File: config.mk
export PLATFORM = sky130hd
export DESIGN_NAME = serial_add_sequencer
export DESIGN_NICKNAME = d
export VERILOG_FILES = /design/src/rtl/serial_add_sequencer.sv
export SDC_FILE = /design/constraint.sdc
export NUM_CORES = 1
export LEC_CHECK = 0
export ABC_AREA = 1
export CORE_UTILIZATION = 51
export CTS_CLUSTER_DIAMETER = 30
export DETAILED_ROUTE_END_ITERATION = 7
export GPL_ROUTABILITY_DRIVEN = 1
export PLACE_DENSITY = 0.8
export SLEW_MARGIN = 20
export SYNTH_ARGS = -nofsm -noshare
export SYNTH_HDL_FRONTEND = slang
export SYNTH_HIERARCHICAL = 1
export SYNTH_SLANG_ARGS = --single-unit
File: constraint.sdc
create_clock -name Clk -period 1.72 [get_ports Clk]
set_input_delay 0.258 -clock Clk [delete_from_list [all_inputs] [get_ports Clk]]
set_output_delay 0.258 -clock Clk [all_outputs]
set_load 0.02 [all_outputs]
File: src/rtl/serial_add_sequencer.sv
// Bit-serial add/subtract sequencer: one full-adder cell time-shared over
// WIDTH bits, LSB first, with a Start/Done handshake.
//
// Ports:
//   Clk, Reset      clock, async active-high reset
//   Start           request, sampled only while idle
//   Sub             0: A+B, 1: A-B (captured with Start)
//   A, B            operands (captured with Start)
//   Busy            high while an operation is in flight
//   Done            one-cycle result-valid pulse
//   Sum             result, held until the next completion
//   CarryOut        carry out of MSB (subtract: 1 = no borrow)
//   Overflow        signed overflow

module half_adder (
  input  logic a,
  input  logic b,
  output logic s,
  output logic c
);

  assign s = a ^ b;
  assign c = a & b;

endmodule

module serial_add_sequencer #(
  parameter int WIDTH = 4
) (
  input  logic             Clk,
  input  logic             Reset,
  input  logic             Start,
  input  logic             Sub,
  input  logic [WIDTH-1:0] A,
  input  logic [WIDTH-1:0] B,
  output logic             Busy,
  output logic             Done,
  output logic [WIDTH-1:0] Sum,
  output logic             CarryOut,
  output logic             Overflow
);

  localparam int CW = $clog2(WIDTH);
  localparam logic [CW-1:0] LAST = CW'(WIDTH - 1);

  typedef enum logic [1:0] {
    S_IDLE,
    S_RUN,
    S_DONE
  } state_t;

  state_t           state;
  logic [WIDTH-1:0] sha;
  logic [WIDTH-1:0] shb;
  // Holds the WIDTH-1 low result bits; the MSB joins them at completion.
  logic [WIDTH-2:0] shs;
  logic             cy;
  logic [CW-1:0]    cnt;

  logic p;
  logic g0;
  logic s;
  logic g1;
  logic c;

  half_adder u_ha0 (
    .a (sha[0]),
    .b (shb[0]),
    .s (p),
    .c (g0)
  );

  half_adder u_ha1 (
    .a (p),
    .b (cy),
    .s (s),
    .c (g1)
  );

  assign c = g0 | g1;

  always_ff @(posedge Clk or posedge Reset) begin
    if (Reset) begin
      state    <= S_IDLE;
      sha      <= '0;
      shb      <= '0;
      shs      <= '0;
      cy       <= 1'b0;
      cnt      <= '0;
      Busy     <= 1'b0;
      Done     <= 1'b0;
      Sum      <= '0;
      CarryOut <= 1'b0;
      Overflow <= 1'b0;
    end else begin
      unique case (state)
        S_IDLE: begin
          if (Start) begin
            // Subtract as A + ~B + 1: the +1 is the initial carry.
            sha   <= A;
            shb   <= Sub ? ~B : B;
            cy    <= Sub;
            cnt   <= '0;
            Busy  <= 1'b1;
            state <= S_RUN;
          end
        end
        S_RUN: begin
          sha <= sha >> 1;
          shb <= shb >> 1;
          shs <= (WIDTH-1)'({s, shs} >> 1);
          cy  <= c;
          if (cnt == LAST) begin
            // cy is the carry into the MSB at this edge.
            Sum      <= {s, shs};
            CarryOut <= c;
            Overflow <= c ^ cy;
            Done     <= 1'b1;
            state    <= S_DONE;
          end else begin
            cnt <= cnt + CW'(1);
          end
        end
        S_DONE: begin
          Done  <= 1'b0;
          Busy  <= 1'b0;
          state <= S_IDLE;
        end
        default: begin
          Done  <= 1'b0;
          Busy  <= 1'b0;
          state <= S_IDLE;
        end
      endcase
    end
  end

endmodule
==> summary.md <==
| Metric | Value |
|---|---|
| I/O pins | 20 |
| Commonest non-fill, non-tap cells in the layout | nand2_1, dfrtp_1, inv_1 |
| Mux contribution to synthesized area | 0 |
| First-pass GRT wire length | roughly 3.8 mm |
| Final WL | 2.27 mm |
| Final setup vio count | 0 |
| Final Hold Violating Endpoints | 0 |
| Worst vdd ir | 1270 uV |
| Sequential cell area fraction in the yosys report | 0.526 |
| Tcrit/Tclk final | 0.909 |
| Critical path arrival | roughly 1300 ps |
| Synth Area in Adders | 0.0329 |
| Post-synthesis instance total | between 100 and 150 |
| Die area | 2430 um2 |
| Via count | 913 |
| Critical path class | flip-flop to output port |
| Layout cells sized above 1 | 0.0909 |
| TNS Setup | 0 ps |
| Dpl hpwl | 1.66 mm |
| Post-synthesis compound-gate area fraction | 0.0658 |
| Final Skew | 8.84 ps |
| Slew HR | 0.748 |
| Post-route ant nets | 0 |
| Postcts setup bufs | 0 |
| DRC errors left | 0 |
| Max-Cap Viols | 0 |
| Latest clock arrival within the worst-skew pair | 320 ps |
| Clk pin slew, worst setup/hold paths | roughly 130 ps |
| Max-slew violations | 0 |
| Largest family of logic cells by synthesized area | simple AND/OR/NAND/NOR gates |
| DP Area | 1370 um2 |
| Synth cell types | 16 |
| Crit path buf inv count | 1 |
| CTS resizes | 0 |
| Avg Inst Size Synth | about 8.0 um2 |
| DR iter-0 viols | 21 |
| H-Tree Depth | 1 |
| Unrepaired setup endpoints after global routing | false |
| Pwr Density | ~1800 nW/um2 |
| GP Congestion | approximately 0.79 |
| GRT overflow | 0 |
| Worst Setup End Kind | output port |
| Detailed-route vias per instance | about 4.8 |
| Syn Nets | about 160 |
| Worst Path Required | approximately 1500 ps |
| P&R area growth vs syn | 22.9% |
| Status | completed |
| Hold_buf cts | 0 |
| Largest delay share family, worst path | buffers and inverters |
| Synthesized cell area | 1140 um2 |
| Final worst slack | ~160 ps |
| # nets final | around 180 |
| CTS tree | built |
| Die H | between 40 and 50 um |
| Initial Util | 0.559 |
| Total power | about 2600 uW |
| Standard-cell rows | 16 |
| Yosys warning count | 6 |
| CTS Buf Count | 3 |
| Worst min path class | input pin to async pin |
| Synth Register Bits | 24 |
| Cell area after layout | roughly 1400 um2 |
| Antenna violations before repair | 0 |
| Top fanout value on the critical path | 2 |
| Drt pass-1 iters | 4 |
| Crit path cell chain | clkdlybuf4s50_1 |
| Crit path launch type | flip-flop |
| Core footprint | 2040 um2 |
| CP max-delay cell | clkdlybuf4s50_1 |
| Clk buf depth | 2 |
| Place WS | 274 ps |
| Largest net degree at the start of global routing | 25 |
| Sink Count | 24 |
| Gr usage total | 0.213 |
| Slew at the pin closest to its max-slew limit | 377 ps |
| Crit path time final | 1560 ps |
| Lkg Pwr | about 0.00074 uW |
| Vias in the first global route | slightly below 900 |
| Clock root cell | clkbuf_4 |
| FMAX | between 600 and 700 MHz |
| Width of the die | approximately 49 um |
| WL per Instance | approximately 12 um |
| Port Buffers | 19 |
| CP peak stage delay | just over 600 ps |
| Most common cell after layout, fill and taps aside | nand2_1 |
| XOR/XNOR Fraction of Synth Area | 0.00768 |
| Antenna fix cells | 0 |
| Synth Area in Simple Gates | 0.273 |
metrics by stage:
stage	hold slack, ps	instances	util
floorplan	273	142	-
detailed placement	465	188	0.669
global placement	457	188	0.669
finish	270	192	0.687
CTS	286	192	0.687
global route	310	192	0.687
kinds of logic after synthesis:
| kind of cell | after synthesis |
|---|---|
| simple gates | 77 |
| buf+inv | 25 |
| flops | 24 |
| compound gates | 12 |
| fa+ha+maj | 3 |
| xor+xnor | 1 |
state kept, by name, indices dropped and copies added, names as in the netlist:
signal	cells
Sum	4
cy	1
shb	4
Done	1
cnt	2
state	2
Busy	1
sha	4
Overflow	1
shs	3
CarryOut	1
cell usage after synthesis:
master | instances | area (um2)
nor2_1 | 10 | 37.5
nor2_4 | 1 | 11.3
inv_1 | 20 | 75.1
o21ai_0 | 8 | 40.0
inv_2 | 1 | 3.75
nand3_1 | 8 | 40.0
nand2_1 | 56 | 210
nand4_1 | 1 | 6.26
dfrtp_1 | 24 | 601
xnor2_1 | 1 | 8.76
nand2_2 | 1 | 6.26
o21ai_2 | 4 | 35.0
buf_4 | 1 | 7.51
ha_1 | 3 | 37.5
buf_2 | 2 | 10.0
buf_6 | 1 | 11.3
final timing paths:
check,from,endpoint,slack (ps),depth (start not counted)
hold reg to reg,Sum[0]$_DFFE_PP0P_,Sum[0]$_DFFE_PP0P_,490,2
min in group Clk,Sum[0]$_DFFE_PP0P_,Sum[0]$_DFFE_PP0P_,490,2
setup reg to reg,sha[0]$_DFFE_PP0P_,cy$_DFFE_PP0P_,260,6
max in group asynchronous,Reset,cy$_DFFE_PP0P_,1210,3
hold / removal,Reset,state[0]$_DFFE_PP0P_,270,3
setup / recovery,Busy$_DFFE_PP0P_,Busy,160,1
cell type report:
cell class | count | area, um2
multi-input combinational | 93 | 433
fill | 178 | 639
timing repair buffer | 23 | 220
clock buffer | 4 | 36.3
sequential | 24 | 601
inverter | 21 | 78.8
tap | 27 | 33.8
layer usage:
layer,track usage,vias up,share of wire
met1,0.271,417,0.45
met5,0,-,0
met2,0.361,17,0.50
met4,0.0882,0,0.017
met3,0.0280,4,0.030
li1,-,475,-
report_power, final:
group          switching, uW  internal, uW
combinational            783           515
sequential               153           830
clock                    170           129
(Power assumes the default switching activity.)
